$ cat src/rtl/cpu_types_pkg.sv
// ============================================================================
// cpu_types_pkg : shared CPU pipeline types and widths
// Revision      : 1.0
// ============================================================================
`default_nettype none

package cpu_types_pkg;

  typedef logic [4:0] regbits_t;

  typedef enum logic [1:0] {
    RUN   = 2'd0,
    DWAIT = 2'd1,
    HALT  = 2'd2
  } pctrl_state_t;

  localparam int STALL_CNT_W = 16;
  localparam int FLUSH_CNT_W = 8;

  // A load into r0 never creates a dependency.
  function automatic logic is_load_use(input logic     mem_read,
                                       input regbits_t wsel,
                                       input regbits_t rs,
                                       input regbits_t rt);
    return mem_read & (wsel != '0) & ((wsel == rs) | (wsel == rt));
  endfunction

endpackage

`default_nettype wire

$ cat src/rtl/pipeline_ctrl_if.sv
// ============================================================================
// pipeline_ctrl_if : hazard-unit inputs and pipeline-control outputs
// Revision         : 1.0
// ============================================================================
`default_nettype none

interface pipeline_ctrl_if import cpu_types_pkg::*; ();

  logic         ihit;
  logic         dhit;
  logic         dmemREN_3;
  logic         dmemWEN_3;
  logic         MemRead_out_2;
  regbits_t     wsel_out_2;
  regbits_t     rs_out_1;
  regbits_t     rt_out_1;
  logic         PCSrc_3;
  logic         halt_out_4;

  logic         pc_en;
  logic         ifid_en;
  logic         idex_en;
  logic         exmem_en;
  logic         memwb_en;
  logic         ifid_flush;
  logic         idex_flush;
  logic         exmem_flush;
  logic         halt;
  pctrl_state_t state;
  logic [15:0]  stall_cnt;
  logic [7:0]   flush_cnt;

  modport pc (
    input  ihit, dhit, dmemREN_3, dmemWEN_3, MemRead_out_2, wsel_out_2,
           rs_out_1, rt_out_1, PCSrc_3, halt_out_4,
    output pc_en, ifid_en, idex_en, exmem_en, memwb_en,
           ifid_flush, idex_flush, exmem_flush, halt, state,
           stall_cnt, flush_cnt
  );

  modport tb (
    output ihit, dhit, dmemREN_3, dmemWEN_3, MemRead_out_2, wsel_out_2,
           rs_out_1, rt_out_1, PCSrc_3, halt_out_4,
    input  pc_en, ifid_en, idex_en, exmem_en, memwb_en,
           ifid_flush, idex_flush, exmem_flush, halt, state,
           stall_cnt, flush_cnt
  );

endinterface

`default_nettype wire

$ cat src/rtl/sat_counter.sv
// ============================================================================
// sat_counter : up-counter that sticks at all-ones instead of wrapping
// Revision    : 1.0
// ============================================================================
`default_nettype none

module sat_counter #(
  parameter int WIDTH = 8
) (
  input  logic             CLK,
  input  logic             nRST,
  input  logic             inc,
  output logic [WIDTH-1:0] count
);

  logic [WIDTH-1:0] count_q;
  logic [WIDTH-1:0] count_d;

  always_comb begin
    count_d = count_q;
    if (inc && (count_q != '1)) begin
      count_d = count_q + 1'b1;
    end
  end

  always_ff @(posedge CLK) begin
    if (!nRST) begin
      count_q <= '0;
    end else begin
      count_q <= count_d;
    end
  end

  assign count = count_q;

endmodule

`default_nettype wire

$ cat src/rtl/pipeline_ctrl.sv
// ============================================================================
// pipeline_ctrl : 5-stage pipeline stall/flush/halt controller
// Revision      : 1.0
// ============================================================================
`default_nettype none

module pipeline_ctrl
  import cpu_types_pkg::*;
(
  input  logic        CLK,
  input  logic        nRST,
  pipeline_ctrl_if.pc bus
);

  pctrl_state_t           state_q;
  pctrl_state_t           state_d;
  logic                   w_dmem_pend;
  logic                   w_load_use;
  logic                   w_run_dec;
  logic                   w_halt;
  logic [4:0]             w_en;     // {pc, ifid, idex, exmem, memwb}
  logic [2:0]             w_flush;  // {ifid, idex, exmem}
  logic                   w_stall_inc;
  logic                   w_flush_inc;
  logic [STALL_CNT_W-1:0] w_stall_cnt;
  logic [FLUSH_CNT_W-1:0] w_flush_cnt;

  assign w_dmem_pend = (bus.dmemREN_3 | bus.dmemWEN_3) & ~bus.dhit;
  assign w_load_use  = is_load_use(bus.MemRead_out_2, bus.wsel_out_2,
                                   bus.rs_out_1, bus.rt_out_1);

  // A halt reaching MEM/WB freezes everything in its cycle, overriding any
  // branch or memory wait that shows up alongside it.
  always_comb begin
    state_d   = state_q;
    w_run_dec = 1'b0;
    w_halt    = 1'b0;
    case (state_q)
      RUN: begin
        if (bus.halt_out_4)   state_d = HALT;
        else if (w_dmem_pend) state_d = DWAIT;
        else                  w_run_dec = 1'b1;
      end
      DWAIT: begin
        if (bus.halt_out_4) begin
          state_d = HALT;
        end else if (bus.dhit) begin
          state_d   = RUN;
          w_run_dec = 1'b1;
        end
      end
      HALT:    w_halt  = 1'b1;
      default: state_d = RUN;
    endcase
  end

  always_comb begin
    w_en    = 5'b00000;
    w_flush = 3'b000;
    if (w_run_dec) begin
      if (bus.PCSrc_3) begin
        w_en    = 5'b11111;
        w_flush = 3'b111;
      end else if (w_load_use) begin
        w_en    = 5'b00111;
        w_flush = 3'b010;
      end else if (!bus.ihit) begin
        w_en    = 5'b01111;
        w_flush = 3'b100;
      end else begin
        w_en    = 5'b11111;
      end
    end
  end

  assign w_stall_inc = (state_q != HALT) & ~w_en[4];
  assign w_flush_inc = w_run_dec & bus.PCSrc_3;

  always_ff @(posedge CLK) begin
    if (!nRST) begin
      state_q <= RUN;
    end else begin
      state_q <= state_d;
    end
  end

  sat_counter #(.WIDTH(STALL_CNT_W)) u_stall_cnt (
    .CLK   (CLK),
    .nRST  (nRST),
    .inc   (w_stall_inc),
    .count (w_stall_cnt)
  );

  sat_counter #(.WIDTH(FLUSH_CNT_W)) u_flush_cnt (
    .CLK   (CLK),
    .nRST  (nRST),
    .inc   (w_flush_inc),
    .count (w_flush_cnt)
  );

  assign bus.pc_en       = w_en[4];
  assign bus.ifid_en     = w_en[3];
  assign bus.idex_en     = w_en[2];
  assign bus.exmem_en    = w_en[1];
  assign bus.memwb_en    = w_en[0];
  assign bus.ifid_flush  = w_flush[2];
  assign bus.idex_flush  = w_flush[1];
  assign bus.exmem_flush = w_flush[0];
  assign bus.halt        = w_halt;
  assign bus.state       = state_q;
  assign bus.stall_cnt   = w_stall_cnt;
  assign bus.flush_cnt   = w_flush_cnt;

endmodule

`default_nettype wire

$ cat src/flat_wrapper.sv
// flat-port wrapper written by rule: the top's interface ports become plain ports
module pipeline_ctrl_flat import cpu_types_pkg::*;
  (CLK, nRST, bus_ihit, bus_dhit, bus_dmemREN_3, bus_dmemWEN_3, bus_MemRead_out_2, bus_wsel_out_2, bus_rs_out_1, bus_rt_out_1, bus_PCSrc_3, bus_halt_out_4, bus_pc_en, bus_ifid_en, bus_idex_en, bus_exmem_en, bus_memwb_en, bus_ifid_flush, bus_idex_flush, bus_exmem_flush, bus_halt, bus_state, bus_stall_cnt, bus_flush_cnt);
  pipeline_ctrl_if bus_i ();
  input  logic CLK;
  input  logic nRST;
  input wire logic [$bits(bus_i.ihit)-1:0] bus_ihit;
  input wire logic [$bits(bus_i.dhit)-1:0] bus_dhit;
  input wire logic [$bits(bus_i.dmemREN_3)-1:0] bus_dmemREN_3;
  input wire logic [$bits(bus_i.dmemWEN_3)-1:0] bus_dmemWEN_3;
  input wire logic [$bits(bus_i.MemRead_out_2)-1:0] bus_MemRead_out_2;
  input wire logic [$bits(bus_i.wsel_out_2)-1:0] bus_wsel_out_2;
  input wire logic [$bits(bus_i.rs_out_1)-1:0] bus_rs_out_1;
  input wire logic [$bits(bus_i.rt_out_1)-1:0] bus_rt_out_1;
  input wire logic [$bits(bus_i.PCSrc_3)-1:0] bus_PCSrc_3;
  input wire logic [$bits(bus_i.halt_out_4)-1:0] bus_halt_out_4;
  output wire logic [$bits(bus_i.pc_en)-1:0] bus_pc_en;
  output wire logic [$bits(bus_i.ifid_en)-1:0] bus_ifid_en;
  output wire logic [$bits(bus_i.idex_en)-1:0] bus_idex_en;
  output wire logic [$bits(bus_i.exmem_en)-1:0] bus_exmem_en;
  output wire logic [$bits(bus_i.memwb_en)-1:0] bus_memwb_en;
  output wire logic [$bits(bus_i.ifid_flush)-1:0] bus_ifid_flush;
  output wire logic [$bits(bus_i.idex_flush)-1:0] bus_idex_flush;
  output wire logic [$bits(bus_i.exmem_flush)-1:0] bus_exmem_flush;
  output wire logic [$bits(bus_i.halt)-1:0] bus_halt;
  output wire logic [$bits(bus_i.state)-1:0] bus_state;
  output wire logic [$bits(bus_i.stall_cnt)-1:0] bus_stall_cnt;
  output wire logic [$bits(bus_i.flush_cnt)-1:0] bus_flush_cnt;
  assign bus_i.ihit = bus_ihit;
  assign bus_i.dhit = bus_dhit;
  assign bus_i.dmemREN_3 = bus_dmemREN_3;
  assign bus_i.dmemWEN_3 = bus_dmemWEN_3;
  assign bus_i.MemRead_out_2 = bus_MemRead_out_2;
  assign bus_i.wsel_out_2 = bus_wsel_out_2;
  assign bus_i.rs_out_1 = bus_rs_out_1;
  assign bus_i.rt_out_1 = bus_rt_out_1;
  assign bus_i.PCSrc_3 = bus_PCSrc_3;
  assign bus_i.halt_out_4 = bus_halt_out_4;
  assign bus_pc_en = bus_i.pc_en;
  assign bus_ifid_en = bus_i.ifid_en;
  assign bus_idex_en = bus_i.idex_en;
  assign bus_exmem_en = bus_i.exmem_en;
  assign bus_memwb_en = bus_i.memwb_en;
  assign bus_ifid_flush = bus_i.ifid_flush;
  assign bus_idex_flush = bus_i.idex_flush;
  assign bus_exmem_flush = bus_i.exmem_flush;
  assign bus_halt = bus_i.halt;
  assign bus_state = bus_i.state;
  assign bus_stall_cnt = bus_i.stall_cnt;
  assign bus_flush_cnt = bus_i.flush_cnt;
  pipeline_ctrl u_core (.CLK(CLK), .nRST(nRST), .bus(bus_i));
endmodule
$ cat config.mk
export PLATFORM = sky130hd
export DESIGN_NAME = pipeline_ctrl_flat
export DESIGN_NICKNAME = d
export VERILOG_FILES = /design/src/rtl/cpu_types_pkg.sv /design/src/rtl/pipeline_ctrl_if.sv /design/src/rtl/sat_counter.sv /design/src/rtl/pipeline_ctrl.sv /design/src/flat_wrapper.sv
export SDC_FILE = /design/constraint.sdc
export NUM_CORES = 1
export LEC_CHECK = 0
export BUFFER_PORTS_ARGS = -buffer_cell sky130_fd_sc_hd__clkbuf_2
export CAP_MARGIN = 30
export CORE_MARGIN = 5
export CORE_UTILIZATION = 35
export CTS_BUF_LIST = sky130_fd_sc_hd__clkbuf_8
export DETAILED_ROUTE_END_ITERATION = 10
export PLACE_DENSITY = 0.73
export SYNTH_ARGS = -nofsm -noshare
export SYNTH_HDL_FRONTEND = slang
export SYNTH_SLANG_ARGS = --single-unit
$ cat constraint.sdc
create_clock -name CLK -period 6.9 [get_ports CLK]
set_clock_uncertainty 0.1 [all_clocks]
set_input_delay 1.035 -clock CLK [delete_from_list [all_inputs] [get_ports CLK]]
set_output_delay 1.035 -clock CLK [all_outputs]
set_load 0.03 [all_outputs]
==> flow_summary.yaml <==
run_status:
  outcome: "finished, final reports clean"
cells_and_area:
  finalNetCount: 258
  layout-drive-gt1-share_pct: 29.4
  syn_to_final_growth_pct: 27.1
  antenna-diode-count: 0
  final_util_pct: 45.7
  fill_cells: 406
setup_path:
  reg2reg_to: "u_core.u_stall_cnt.count[5]"
  critPathSlowestCell: "or4_1"
  worst-r2r-setup-slack_ns: 4.51
  cp-endpoint: "bus_ifid_flush"
  critPathMostFrequentCell: "nor2_1"
  critical_path_buf_inv_count: 2
  worstSetupEndpointType: "output pin"
  crit_fanout: 3
  reg2regPathDepth: 6
  slowest_delay_ns: 0.53
  crit_cells: 8
  cp.required_ns: 5.76
  rr_startpoint: "u_core.bus.state[0]"
  crit_start: "bus_wsel_out_2[0]"
  crit_chain: "clkbuf_2 > or4_1 > o21ai_1 > nor2_1 > nor2_1 > nor2_1 > nor2_1 > clkbuf_2"
  crit_path_start_kind: "input pin"
  arrival_ns: 2.41
  path_class: "in -> out"
  critical_path.top_delay_family: "simple AND/OR/NAND/NOR gates"
die:
  die_w_um: 73.9
  die_area_mm2: 0.00546
  boundaryPins: 59
  core-area_mm2: 0.00397
  start_util_pct: 35.9
  die_h_um: 73.9
  num_rows: 23
timing:
  post-route-period-util_pct: 51.4
  setup_tns_ns: 0
  rsz0062_at_grt: "no"
  slew_headroom_pct: 56.2
  clock.fmax_ghz: 0.282
  slew_viol_final: 0
  period_needed_ns: 3.54
  worst_slew_pin_slew_ns: 0.657
  setup_viol: 0
  timing.final.hold_violations: 0
cts:
  cts_root_buf: "clkbuf_8"
  cts_resized: 0
  clk_pin_slew_ns: 0.09
  htreeDepth: 1
  postCtsSetupBuffers: 0
  cts_buffer_depth: 2
  clkLatencyLatePin_ns: 0.27
  cts_sinks: 26
  cts_tree: "built"
  numCtsBuffers: 3
  holdBufCountCts: 0
grt:
  grt_max_degree: 22
  grtUsageTotal_pct: 13.5
  first_global_vias: 1352
  antenna_found_initial: 0
  grt_overflow: 0
  grt_first_pass_wirelength_um: 5920
synthesis:
  ys_ff_latch: 26
  synth_seq_area_share_pct: 36.5
  syn-num-nets: 201
  synthCells: 175
  synth.avg_cell_area_um2: 8.16
  synth_cell_types: 37
  synth_area_mm2: 0.00143
  synth_warnings: 0
place:
  dp_hpwl_um: 2740
  io_buffers: 58
  gp_congestion: 0.815
routing:
  avgViaCountPerCell: 4.94
  drtAntennaViolNets: 0
  routed_wl_um: 3490
  dr.pass1.iters: 4
  wl_per_cell_um: 12.4
  num_vias: 1389
  drt-initial-drc-count: 22
  drc: 0
pwr:
  peakVddDrop_v: 0.0000889
  power.density_mw_per_mm2: 189
  p_clk_share_pct: 36.2
  switchingPower_uw: 92.1
  power.internal_uw: 251
  p_leak_uw: 0.000799
  power_frac_seq_pct: 46.3
  power_frac_comb_pct: 17.5
  swShare_pct: 26.8
run:
  max_cap_violations: 0
worst_hold_path:
  min_path_type: "reg -> reg"
## synth_stat cells
| master | instances | share of area (%) |
|---|---|---|
| nor2_1 | 27 | 7.1 |
| dfxtp_1 | 26 | 36 |
| xor2_1 | 14 | 8.6 |
| a21oi_1 | 12 | 4.2 |
| nand2_1 | 12 | 3.2 |
| nand3_1 | 10 | 3.5 |
| inv_1 | 7 | 1.8 |
| nand4_1 | 5 | 2.2 |
| nor3_1 | 5 | 1.8 |
| o21ai_1 | 5 | 1.8 |
| xnor2_1 | 5 | 3.1 |
| mux2i_1 | 4 | 2.8 |
| or3_1 | 4 | 1.8 |
| and3_1 | 3 | 1.3 |
| clkbuf_1 | 3 | 0.79 |
| nand2b_1 | 3 | 1.3 |
| o21ai_0 | 3 | 1.1 |
| a211oi_1 | 2 | 1.1 |
| a21bo_2 | 2 | 1.4 |
| buf_4 | 2 | 1.1 |
| ha_1 | 2 | 1.8 |
| nand3b_1 | 2 | 1.1 |
| o21a_1 | 2 | 1.1 |
| or4_1 | 2 | 1.1 |
| a2111oi_1 | 1 | 0.70 |
| a221oi_2 | 1 | 1.1 |
| a22o_1 | 1 | 0.61 |
| a22oi_1 | 1 | 0.53 |
| a311oi_2 | 1 | 1.1 |
| a31o_1 | 1 | 0.61 |
| and2_1 | 1 | 0.44 |
| buf_6 | 1 | 0.79 |
| nor3_2 | 1 | 0.70 |
| nor4b_1 | 1 | 0.61 |
| o21bai_1 | 1 | 0.53 |
| o31ai_1 | 1 | 0.53 |
| or4_4 | 1 | 0.79 |
## layout make-up
type | instances | area [um2] | area share [%]
well taps | 50 | 62.6 | 3.45
clock inverters | 1 | 30.0 | 1.66
clock buffers | 3 | 41.3 | 2.28
inverters | 7 | 26.3 | 1.45
repair buffers | 58 | 290 | 16.0
flip-flops and latches | 26 | 520 | 28.7
multi-input cells | 136 | 843 | 46.5
## placed cells by master (no fill, tap or decap), types with 2 or more instances in the layout
master / count
nor3_1: 5
or3_1: 4
a211oi_1: 2
inv_1: 7
nand2b_1: 3
nor2_1: 27
a21oi_1: 12
a21bo_2: 2
nand4_1: 5
o21ai_0: 3
clkbuf_8: 3
xnor2_1: 5
nand3_1: 10
nand3b_1: 2
mux2i_1: 4
xor2_1: 14
clkbuf_2: 58
or4_1: 2
nand2_1: 12
and3_1: 3
o21ai_1: 5
dfxtp_1: 26
ha_1: 2
o21a_1: 2
## cells by family (layout without fill, tap and decap cells)
kind of cell / Yosys count / in the layout / synth area share (%)
XOR/XNOR: 19 / 19 / 11.7
buffers and inverters: 13 / 69 / 4.47
AO/OA/AOI/OAI: 34 / 34 / 16.1
flip-flops: 26 / 26 / 36.5
AND/OR/NAND/NOR: 77 / 77 / 26.7
adder cells (fa/ha/maj): 2 / 2 / 1.75
multiplexers: 4 / 4 / 2.80
## sequential cells by signal, indices dropped and copies added (netlist names)
register / cells
u_core.u_stall_cnt.count: 16
u_core.u_flush_cnt.count: 8
u_core.bus.state: 2
## per-stage QoR
stage / power [uW] / area (um2) / instances / worst slack (ns) / hold WS, ns
2_1_floorplan: 204 / 1430 / 175 / 3.43 / 0.499
3_3_place_gp: 222 / 1740 / 277 / 3.37 / 0.372
3_5_place_dp: 223 / 1740 / 277 / 3.34 / 0.379
4_1_cts: 349 / 1810 / 281 / 3.35 / 0.394
5_1_grt: 360 / 1810 / 281 / 3.26 / 0.435
6_report: 343 / 1810 / 281 / 3.36 / 0.389
## worst register-to-register path, cell delays in order, from the launching register on
cell      delay (ns)
dfxtp_1         0.36
nor3_1          0.08
o21ai_1         0.50
o21bai_1        0.29
a22o_1          0.41
or4_1           0.44
a21oi_1         0.14
## power by group through the flow
stage	Combinational (uW)	Clock [uW]	Sequential [uW]
after floorplan	35.1	0	169
after global placement	59.6	0	162
after detailed placement	60.4	0	162
after CTS	60.8	129	159
after global routing	65.8	134	160
final	60.1	124	159
## metal layers
layer  up-vias  GRT usage, %  part of all wire [%]
met5         -             0                     0
met4         0          3.02                   1.0
met3         4          2.87                   5.8
met2        32          24.2                    49
met1       631          16.3                    44
li1        722             -                     -
## worst min path at each step
stage,start,to,cells after the start
2_1_floorplan,u_core.u_stall_cnt.count[9],u_core.u_stall_cnt.count[9],2
3_3_place_gp,u_core.u_stall_cnt.count[9],u_core.u_stall_cnt.count[9],2
3_5_place_dp,u_core.u_stall_cnt.count[9],u_core.u_stall_cnt.count[9],2
4_1_cts,u_core.u_stall_cnt.count[9],u_core.u_stall_cnt.count[9],2
5_1_grt,u_core.u_stall_cnt.count[9],u_core.u_stall_cnt.count[9],2
6_report,u_core.u_stall_cnt.count[9],u_core.u_stall_cnt.count[9],2
No activity file was read; power rests on OpenSTA's default activity.
